===== config.mk =====
export PLATFORM = sky130hd
export DESIGN_NAME = fetch_stage
export DESIGN_NICKNAME = d
export VERILOG_FILES = /design/src/rtl/fetch_stage.sv
export SDC_FILE = /design/constraint.sdc
export NUM_CORES = 1
export LEC_CHECK = 0
export BUFFER_PORTS_ARGS = -buffer_cell sky130_fd_sc_hd__buf_2
export CORE_MARGIN = 4
export CORE_UTILIZATION = 46
export DETAILED_ROUTE_END_ITERATION = 10
export PLACE_DENSITY = 0.76
export SLEW_MARGIN = 25
export SYNTH_ARGS = -nofsm -noshare
export SYNTH_HDL_FRONTEND = slang
export SYNTH_SLANG_ARGS = --single-unit

===== constraint.sdc =====
create_clock -name clk -period 2.1 [get_ports clk]
set_clock_uncertainty 0.2 [all_clocks]
set_input_delay 0.21 -clock clk [delete_from_list [all_inputs] [get_ports clk]]
set_output_delay 0.21 -clock clk [all_outputs]
set_load 0.01 [all_outputs]

===== src/rtl/fetch_stage.sv =====
// Instruction-fetch stage: owns the PC, drives instruction memory and registers
// the fetched word into IF/ID, with freeze, branch redirect/flush and end-of-program halt.
module fetch_stage #(
  parameter logic [31:0] PC_RESET   = 32'd0,
  parameter logic [31:0] PC_STEP    = 32'd4,
  parameter logic [31:0] IMEM_BYTES = 32'd28
) (
  input  logic        clk,
  input  logic        rst,
  input  logic        freeze,
  input  logic        branch_taken,
  input  logic [31:0] branch_address,
  output logic [31:0] imem_pc,
  input  logic [31:0] imem_instruction,
  output logic [31:0] id_pc,
  output logic [31:0] id_instruction,
  output logic        id_valid,
  output logic        halted,
  output logic [15:0] fetch_count
);

  typedef enum logic {FETCH, HALT} state_t;

  state_t      state_reg, state_next;
  logic [31:0] pc_reg, pc_next;
  logic [31:0] id_pc_reg, id_pc_next;
  logic [31:0] id_instr_reg, id_instr_next;
  logic        id_valid_reg, id_valid_next;
  logic [15:0] count_reg, count_next;

  logic [31:0] pc_inc;
  logic [31:0] branch_target;

  assign pc_inc        = pc_reg + PC_STEP;
  assign branch_target = {branch_address[31:2], 2'b00};

  always_ff @(posedge clk) begin
    if (rst) begin
      state_reg    <= FETCH;
      pc_reg       <= PC_RESET;
      id_pc_reg    <= 32'd0;
      id_instr_reg <= 32'd0;
      id_valid_reg <= 1'b0;
      count_reg    <= 16'd0;
    end else begin
      state_reg    <= state_next;
      pc_reg       <= pc_next;
      id_pc_reg    <= id_pc_next;
      id_instr_reg <= id_instr_next;
      id_valid_reg <= id_valid_next;
      count_reg    <= count_next;
    end
  end

  always_comb begin
    state_next    = state_reg;
    pc_next       = pc_reg;
    id_pc_next    = id_pc_reg;
    id_instr_next = id_instr_reg;
    id_valid_next = id_valid_reg;
    count_next    = count_reg;

    // A redirect overrides freeze: the target is fetched even while decode is stalled.
    if (branch_taken) begin
      pc_next       = branch_target;
      id_pc_next    = 32'd0;
      id_instr_next = 32'd0;
      id_valid_next = 1'b0;
      state_next    = (branch_target < IMEM_BYTES) ? FETCH : HALT;
    end else if (!freeze) begin
      unique case (state_reg)
        FETCH: begin
          id_instr_next = imem_instruction;
          id_pc_next    = pc_inc;
          id_valid_next = 1'b1;
          pc_next       = pc_inc;
          count_next    = (count_reg == 16'hFFFF) ? count_reg : count_reg + 16'd1;
          if (pc_inc >= IMEM_BYTES) state_next = HALT;
        end
        HALT: begin
          id_instr_next = 32'd0;
          id_pc_next    = 32'd0;
          id_valid_next = 1'b0;
        end
      endcase
    end
  end

  assign imem_pc        = pc_reg;
  assign id_pc          = id_pc_reg;
  assign id_instruction = id_instr_reg;
  assign id_valid       = id_valid_reg;
  assign halted         = (state_reg == HALT);
  assign fetch_count    = count_reg;

endmodule


==> flow_metrics.py, run 1 <==
metrics = {
    "logic_synthesis": {
        "ys_top_cells_by_area": "dfxtp_1 40%, xnor2_1 7.2%, nor2_1 6.5%, a22o_1 4.7%, xor2_1 4.7%",
        "syn-instance-count": 625,
        "synthArstFlopShare": 0,
        "yosys.cell_types.count": 51,
        "ys_seq_elements": 110,
        "synth-edff-count": 0,
        "yosysMostFrequentCell": "dfxtp_1",
        "ys_seq_area_frac": 0.404,
        "synth.top_cell.area_share": 0.404,
        "yosysTopAreaCell": "dfxtp_1",
        "syn_avg_cell_area_um2": 8.72,
        "yosysWarnings": 0,
        "ys.flop_type": "dfxtp_1",
        "synth_common_cells": "110 x dfxtp_1, 95 x nor2_1, 45 x xnor2_1",
        "netlist_area_mm2": 0.00545,
    },
    "layout": {
        "area_delta_synth_final_pct": 50.1,
        "num-nets-final": 980,
        "seqCellArea_mm2": 0.00223,
        "nFillCells": 870,
        "multiInputGateArea_mm2": 0.00317,
        "drive_gt1_frac": 0.381,
        "diodes": 0,
        "final_area_mm2": 0.00818,
        "largest_reg_flops": 32,
    },
    "global_routing": {
        "gr-usage-met3": 0.0494,
        "antenna_found_initial": 0,
        "grt_usage": 0.264,
        "grt_pass1_vias": 5585,
        "grt_overflow": 0,
        "grt_max_degree": 41,
        "use_met1": 0.325,
        "grt_first_pass_wirelength_mm": 28.4,
        "busiest_layer": "met2",
        "use_met2": 0.452,
    },
    "clock_network": {
        "ctsHtreeMaxLevel": 3,
        "clock_latency_ns": 0.36,
        "clockRootBuffer": "clkbuf_16",
        "cts_sinks": 110,
        "cts_tree": "done",
        "clockBufferDepth": 2,
        "clkSlewWorstSetupHoldPaths_ns": 0.08,
        "cts_made_buffers": 9,
    },
    "pwr": {
        "power_leakage_nw": 3.68,
        "vdd_drop_max_v": 0.000395,
        "total_power_w": 0.00480,
        "power_density_mw_per_mm2": 587,
    },
    "worst_setup_path": {
        "cp-start-kind": "flip-flop",
        "worst-setup-path-type": "flip-flop to flip-flop",
        "critical_path.slowest_cell": "or4_1",
        "crit_chain": "buf_4 > or4_1 > nand2b_1 > a21oi_2 > o21bai_1 > nor4_1 > a31oi_1",
        "worst_path_largest_cell_delay_ns": 0.52,
        "critPathMaxFanout": 5,
        "r2r_cells": 7,
        "cp.arrival_ns": 2.22,
        "cp-end-kind": "flip-flop",
        "cp.required_ns": 2.14,
    },
    "die": {
        "start_util": 0.473,
        "die-width_um": 117,
        "io_pins": 182,
        "rows": 39,
        "die_area_mm2": 0.0137,
        "die_y_um": 117,
        "core_area_mm2": 0.0115,
    },
    "placed_design": {
        "globalplace.congestion": 0.897,
        "placed_area_mm2": 0.00709,
        "dp_hpwl_mm": 13.0,
        "dpl_worst_slack_ns": -0.0759,
        "port_buffers": 175,
    },
    "sta": {
        "layout_setup_ws_ns": -0.0858,
        "fmax_ghz": 0.457,
        "rsz0062_at_grt": "yes",
        "final.period_utilization": 1.04,
        "hold_viol_final": 0,
        "setup_viol": 1,
        "drv_slew": 0,
        "layout_min_cycle_time_ns": 2.19,
    },
    "hold_path": {
        "whs_path_depth": 4,
        "holdCritPathClass": "primary input to flip-flop",
    },
    "route": {
        "initialDrtViolationCount": 394,
        "wirelength_mm": 18.4,
        "routed_via_density": 5.51,
        "drt_first_pass_iters": 5,
        "drt-wirelength-per-cell_um": 17.4,
        "ant_nets": 0,
        "vias": 5827,
        "drcViolationCount": 0,
    },
    "job": {
        "maxCapViolCount": 0,
    },
    "run_status": {
        "violations": "negative setup slack",
        "status": "complete, but fails checks",
    },
}
## power breakdown
group / leakage, nW / total (W) / internal (W) / switching, W
combinational: 2.62 / 0.000779 / 0.000380 / 0.000400
sequential: 0.903 / 0.00221 / 0.00215 / 0.0000579
clock: 0.156 / 0.00182 / 0.000980 / 0.000835
total: 3.68 / 0.00480 / 0.00351 / 0.00129
## placed cells by master, fill, tap and decap left out, drive strengths merged, types with 4 or more instances in the layout
master | Yosys | layout
a211oi | 18 | 18
a21oi | 19 | 19
a22o | 29 | 29
a22oi | 28 | 28
and2 | 5 | 5
and3 | 10 | 10
and4 | 5 | 5
buf | 25 | 269
clkbuf | 35 | 10
conb | 1 | 4
dfxtp | 110 | 110
dlygate4sd3 | 0 | 61
inv | 8 | 11
mux2i | 4 | 4
nand2 | 32 | 32
nand3 | 20 | 20
nand4 | 20 | 20
nor2 | 95 | 95
nor3 | 19 | 19
nor3b | 4 | 4
nor4 | 23 | 23
o21ai | 5 | 5
or3 | 7 | 7
xnor2 | 45 | 45
xor2 | 29 | 29
## metrics by stage
step	util	TNS [ns]	std cells	hold WS, ns
final	0.710	-0.0858	1057	0.0879
after global routing	0.710	-0.268	1057	0.142
after CTS	0.702	-0.0107	1055	0.0870
after detailed placement	0.616	-0.118	976	0.232
after global placement	0.616	-0.0450	976	0.230
after floorplan	-	-0.0573	628	0.143
## worst max-delay path, delay by kind of cell (launching register included)
family / cells / cell delay (ns)
AO/OA/AOI/OAI: 3 / 0.38
buffers and inverters: 1 / 0.16
AND/OR/NAND/NOR: 3 / 0.99
flip-flops: 1 / 0.34
## logic make-up after synthesis
| family | after synthesis | share of synthesized area |
|---|---|---|
| buffers and inverters | 68 | 0.0569 |
| AND/OR/NAND/NOR | 250 | 0.247 |
| adder cells (fa/ha/maj) | 3 | 0.00689 |
| AO/OA/AOI/OAI | 115 | 0.158 |
| other | 1 | 0.000688 |
| XOR/XNOR | 74 | 0.119 |
| multiplexers | 4 | 0.00735 |
| flip-flops | 110 | 0.404 |
## metal layers
metal  up-vias  part of all wire
met2       245              0.49
met4         0             0.030
met5         -                 0
li1       2783                 -
met1      2754              0.42
met3        45             0.060
## path summary, 6_finish.rpt
| kind | from | slack [ns] | end |
|---|---|---|---|
| max reg2reg | imem_pc[6] | -0.09 | halted |
| max | imem_pc[6] | -0.09 | halted |
| min reg2reg | id_pc[10] | 0.26 | id_pc[10] |
| min | freeze | 0.09 | id_pc[3] |
## cell type report
cell class	instances	share of cell area
clock buffer	10	0.0292
timing repair buffer	330	0.276
inverter	8	0.00367
clock inverter	6	0.00933
sequential	110	0.273
tap	143	0.0219
multi-input combinational	450	0.387
## what timing repair did
action,in CTS,in global routing
setup endpoints to repair,17,28
gates cloned,0,0
buffers inserted,2,2
hold buffers,61,0
gates resized for setup,10,19
pin swaps,7,23
hold endpoints to repair,61,0
Note: power is estimated with default switching activity, not from simulation.
==> inputs of run 2 (changes only) <==
--- a/config.mk
+++ b/config.mk
@@ -8,7 +8,10 @@
 export BUFFER_PORTS_ARGS = -buffer_cell sky130_fd_sc_hd__buf_2
 export CORE_MARGIN = 4
 export CORE_UTILIZATION = 46
+export CTS_CLUSTER_SIZE = 16
 export DETAILED_ROUTE_END_ITERATION = 10
+export GPL_TIMING_DRIVEN = 1
+export MAX_ROUTING_LAYER = met4
 export PLACE_DENSITY = 0.76
 export SLEW_MARGIN = 25
 export SYNTH_ARGS = -nofsm -noshare
==> run 2 against run 1 <==
Compared with the run above:
- the run still ends with negative setup slack left
- flip-flop and latch count stayed put
- clock power is 5% lower
- total power is 1.9% lower
- routed wire length is 2.5% lower
- sequential power hardly changed
- critical endpoint unchanged
==> flow_metrics.py, run 2 (synthesis gave the netlist of run 1 again) <==
metrics = {
    "placed_design": {
        "placed_area_mm2": 0.00716,
        "dp_hpwl_mm": 12.8,
        "port_buffers": 175,
        "globalplace.congestion": 0.876,
    },
    "layout": {
        "area_delta_synth_final_pct": 52.4,
        "diodes": 0,
        "nFillCells": 858,
        "layout_common_cells": "175 x buf_2, 92 x dfxtp_1, 91 x nor2_1",
        "drive_gt1_frac": 0.391,
        "num-nets-final": 986,
        "final_area_mm2": 0.00830,
        "largest_reg_flops": 32,
        "post-route-util": 0.721,
        "final_common_cell": "buf_2",
        "multiInputGateArea_mm2": 0.00319,
        "seqCellArea_mm2": 0.00223,
    },
    "die": {
        "die-width_um": 117,
        "die_area_mm2": 0.0137,
        "start_util": 0.473,
        "io_pins": 182,
        "core_area_mm2": 0.0115,
        "die_y_um": 117,
        "rows": 39,
    },
    "route": {
        "routed_via_density": 5.42,
        "drcViolationCount": 0,
        "wirelength_mm": 18.0,
        "initialDrtViolationCount": 423,
        "drt-wirelength-per-cell_um": 16.9,
        "drt_first_pass_iters": 5,
        "ant_nets": 0,
        "vias": 5758,
    },
    "pwr": {
        "total_power_w": 0.00471,
        "power_density_mw_per_mm2": 568,
        "power_leakage_nw": 3.71,
        "vdd_drop_max_v": 0.000393,
    },
    "job": {
        "maxCapViolCount": 0,
    },
    "sta": {
        "layout_min_cycle_time_ns": 2.12,
        "layout_setup_ws_ns": -0.0222,
        "rsz0062_at_grt": "yes",
        "drv_slew": 0,
        "final.period_utilization": 1.01,
        "hold_viol_final": 0,
        "timing.setup.tns_ns": -0.0222,
        "setup_viol": 1,
        "fmax_ghz": 0.471,
    },
    "worst_setup_path": {
        "r2r-end": "halted",
        "r2r_cells": 7,
        "worst-setup-path-type": "flip-flop to flip-flop",
        "cp.arrival_ns": 2.14,
        "rrSetupSlack_ns": -0.02,
        "r2r_start": "imem_pc[11]",
        "cp-end-kind": "flip-flop",
        "cp-start-kind": "flip-flop",
        "critPathMaxFanout": 4,
        "cp.required_ns": 2.12,
    },
    "clock_network": {
        "clockBufferDepth": 2,
        "cts_made_buffers": 9,
        "cts_sinks": 110,
        "ctsHtreeMaxLevel": 3,
        "clkSlewWorstSetupHoldPaths_ns": 0.08,
        "clockRootBuffer": "clkbuf_16",
        "clock_latency_ns": 0.35,
        "cts_tree": "done",
    },
    "hold_path": {
        "hp-start": "branch_address[28]",
        "holdCritPathClass": "primary input to flip-flop",
        "whs_path_depth": 3,
        "holdPathEnd": "imem_pc[28]",
    },
    "global_routing": {
        "grt_overflow": 0,
        "grt_pass1_vias": 5577,
        "grt_first_pass_wirelength_mm": 27.9,
        "grt_usage": 0.265,
        "antenna_found_initial": 0,
        "grt_max_degree": 41,
    },
    "run_status": {
        "status": "complete, but fails checks",
        "violations": "negative setup slack",
    },
}
run 2: area by class of cell:
type | instances | share of cell area
multi-input combinational | 450 | 0.385
inverter | 8 | 0.00362
clock inverter | 5 | 0.00588
timing repair buffer | 336 | 0.285
clock buffer | 11 | 0.0304
sequential | 110 | 0.269
tap | 143 | 0.0215
run 2: power breakdown:
part,switching (W),internal (W),leakage [nW]
Combinational,0.000400,0.000391,2.65
Clock,0.000819,0.000897,0.150
Sequential,0.0000567,0.00215,0.903
run 2: worst max-delay path, stage by stage (launching register included):
cell and delay (ns):
dfxtp_2 0.34, nand3_2 0.09, buf_6 0.14, nor3_4 0.34, nand3_2 0.12, or3_1 0.40
a221oi_2 0.25, a31oi_1 0.10
run 2: worst max-delay path by stage:
stage	startpoint	to	slack, ns
6_report	imem_pc[11]	halted	-0.02
5_1_grt	imem_pc[3]	halted	-0.14
4_1_cts	imem_pc[4]	halted	0.003
3_5_place_dp	imem_pc[4]	halted	-0.1
3_3_place_gp	imem_pc[3]	halted	-0.05
2_1_floorplan	imem_pc[5]	halted	-0.03
run 2: metal layers:
| layer | wire length, µm | GRT usage | vias to the layer above |
|---|---|---|---|
| met4 | 316 | 0.0757 | 0 |
| met5 | 0 | - | - |
| met2 | 8960 | 0.449 | 220 |
| li1 | - | - | 2806 |
| met3 | 1140 | 0.0406 | 21 |
| met1 | 7570 | 0.328 | 2711 |
run 2: what timing repair did:
item | CTS | global route
setup buffers | 4 | 3
hold buffers | 60 | 0
endpoints found under the setup margin | 14 | 27
gates resized for setup | 17 | 26
pin swaps | 12 | 18
hold endpoints to repair | 60 | 0
run 2: through the flow:
| stage | worst slack [ns] | std cells | hold WS [ns] |
|---|---|---|---|
| global route | -0.137 | 1063 | 0.0521 |
| finish | -0.0222 | 1063 | 0.0425 |
| floorplan | -0.0319 | 628 | 0.143 |
| detailed placement | -0.0995 | 980 | 0.231 |
| global placement | -0.0541 | 980 | 0.230 |
| CTS | 0.00323 | 1060 | 0.0229 |
==> inputs of run 3 (changes only) <==
--- a/config.mk
+++ b/config.mk
@@ -13,6 +13,7 @@
 export GPL_TIMING_DRIVEN = 1
 export MAX_ROUTING_LAYER = met4
 export PLACE_DENSITY = 0.76
+export RECOVER_POWER = 25
 export SLEW_MARGIN = 25
 export SYNTH_ARGS = -nofsm -noshare
 export SYNTH_HDL_FRONTEND = slang
==> run 3 against run 2 <==
Compared with the run above:
- critical endpoint unchanged
- setup slack got worse by 0.0020 ns
- die area did not move
- worst hold slack improved by 0.00081 ns
- via count rose by 0.40%
- sequential share of layout area rose by 0.21 points
- first-iteration DRC count rose by 6.9%
- core utilization fell by 0.55 points
- cell count did not move
- clock power barely moved
- the run still ends with negative setup slack left
==> flow_metrics.py, run 3 (synthesis gave the netlist of run 1 again) <==
metrics = {
    "die": {
        "die_area_mm2": 0.0137,
        "rows": 39,
        "core_area_mm2": 0.0115,
        "start_util": 0.473,
        "die-width_um": 117,
        "die_y_um": 117,
        "io_pins": 182,
    },
    "placed_design": {
        "dp_hpwl_mm": 12.8,
        "globalplace.congestion": 0.876,
        "dpl_worst_slack_ns": -0.0995,
        "port_buffers": 175,
        "dp.cells": 980,
    },
    "route": {
        "initialDrtViolationCount": 452,
        "drt-wirelength-per-cell_um": 17.1,
        "routed_via_density": 5.44,
        "vias": 5781,
        "drt_first_pass_iters": 5,
        "ant_nets": 0,
        "drcViolationCount": 0,
        "wirelength_mm": 18.1,
    },
    "global_routing": {
        "use_met1": 0.328,
        "gr-usage-met3": 0.0406,
        "grt_overflow": 0,
        "grt_first_pass_wirelength_mm": 27.9,
        "grt_max_degree": 41,
        "use_met2": 0.449,
        "grt_usage": 0.265,
        "antenna_found_initial": 0,
        "grt_pass1_vias": 5577,
        "busiest_layer": "met2",
    },
    "sta": {
        "final.period_utilization": 1.01,
        "setup_viol": 1,
        "fmax_ghz": 0.471,
        "layout_setup_ws_ns": -0.0242,
        "layout_min_cycle_time_ns": 2.12,
        "rsz0062_at_grt": "yes",
        "drv_slew": 0,
        "holdWs_ns": 0.0433,
        "hold_viol_final": 0,
    },
    "clock_network": {
        "cts_tree": "done",
        "clockRootBuffer": "clkbuf_16",
        "cts_sinks": 110,
        "clkSlewWorstSetupHoldPaths_ns": 0.08,
        "clock_latency_ns": 0.35,
        "ctsHtreeMaxLevel": 3,
        "cts_made_buffers": 9,
        "clockBufferDepth": 2,
    },
    "pwr": {
        "power_leakage_nw": 3.49,
        "vdd_drop_max_v": 0.000393,
        "power_density_mw_per_mm2": 572,
    },
    "run_status": {
        "violations": "negative setup slack",
        "status": "complete, but fails checks",
    },
    "layout": {
        "post-route-util": 0.716,
        "drive_gt1_frac": 0.336,
        "num-nets-final": 986,
        "layout_common_cells": "124 x buf_2, 92 x dfxtp_1, 91 x nor2_1",
        "final_common_cell": "buf_2",
        "diodes": 0,
        "largest_reg_flops": 32,
        "nFillCells": 894,
        "area_delta_synth_final_pct": 51.2,
        "fin_cells": 1063,
    },
    "worst_setup_path": {
        "cp-start-kind": "flip-flop",
        "cp.arrival_ns": 2.14,
        "critPathMaxFanout": 4,
        "worst-setup-path-type": "flip-flop to flip-flop",
        "cp-end-kind": "flip-flop",
        "cp.required_ns": 2.12,
    },
    "job": {
        "maxCapViolCount": 0,
    },
    "hold_path": {
        "holdCritPathClass": "primary input to flip-flop",
    },
}
## run 3: changes by cell type in the layout (fill, tap and decap cells not counted)
cell      previous run  this run
buf_2              175       124
clkbuf_1             0        51
## run 3: through the flow
step	TNS (ns)	power [W]	area (µm²)
2_1_floorplan	-0.0573	0.00262	5640
3_3_place_gp	-0.0541	0.00291	7160
3_5_place_dp	-0.523	0.00293	7160
4_1_cts	0	0.00472	8170
5_1_grt	-0.360	0.00490	8240
6_report	-0.0242	0.00471	8240
## run 3: layout make-up
cell class	instances	area [µm²]	area share
flip-flops and latches	110	2230	0.271
inverters	8	30.0	0.00364
well taps	143	179	0.0217
repair buffers	336	2300	0.279
clock inverters	5	48.8	0.00592
clock buffers	11	253	0.0307
multi-input cells	450	3190	0.388
## run 3: layer usage
| metal | up-vias | routed length [µm] |
|---|---|---|
| met3 | 19 | 1120 |
| met1 | 2740 | 7690 |
| li1 | 2806 | - |
| met4 | 0 | 274 |
| met2 | 216 | 9050 |
| met5 | - | 0 |
## run 3: repair_timing
item	CTS	global route
pin swaps	12	18
buffers inserted	4	3
hold buffers	60	0
endpoints found under the hold margin	60	0
setup endpoints to repair	14	27
resized for setup	17	26
## run 3: worst paths after layout
path | start | end | slack (ns) | cells after the start
setup / recovery | imem_pc[3] | halted | -0.02 | 7
hold / removal | branch_address[28] | imem_pc[28] | 0.04 | 3
setup reg to reg | imem_pc[3] | halted | -0.02 | 7
hold reg to reg | id_pc[10] | id_pc[10] | 0.27 | 2
## run 3: critical path, stage by stage, from the launching register on
cell	delay, ns
dfxtp_4	0.38
ha_4	0.15
nand3_4	0.09
nor3_4	0.29
nand3_2	0.12
or3_1	0.40
a221oi_2	0.25
a31oi_1	0.10
## run 3: power by group
part / internal, W / total (W) / switching, W
clock: 0.000897 / 0.00172 / 0.000819
sequential: 0.00215 / 0.00221 / 0.0000578
combinational: 0.000386 / 0.000786 / 0.000401
total: 0.00343 / 0.00471 / 0.00128
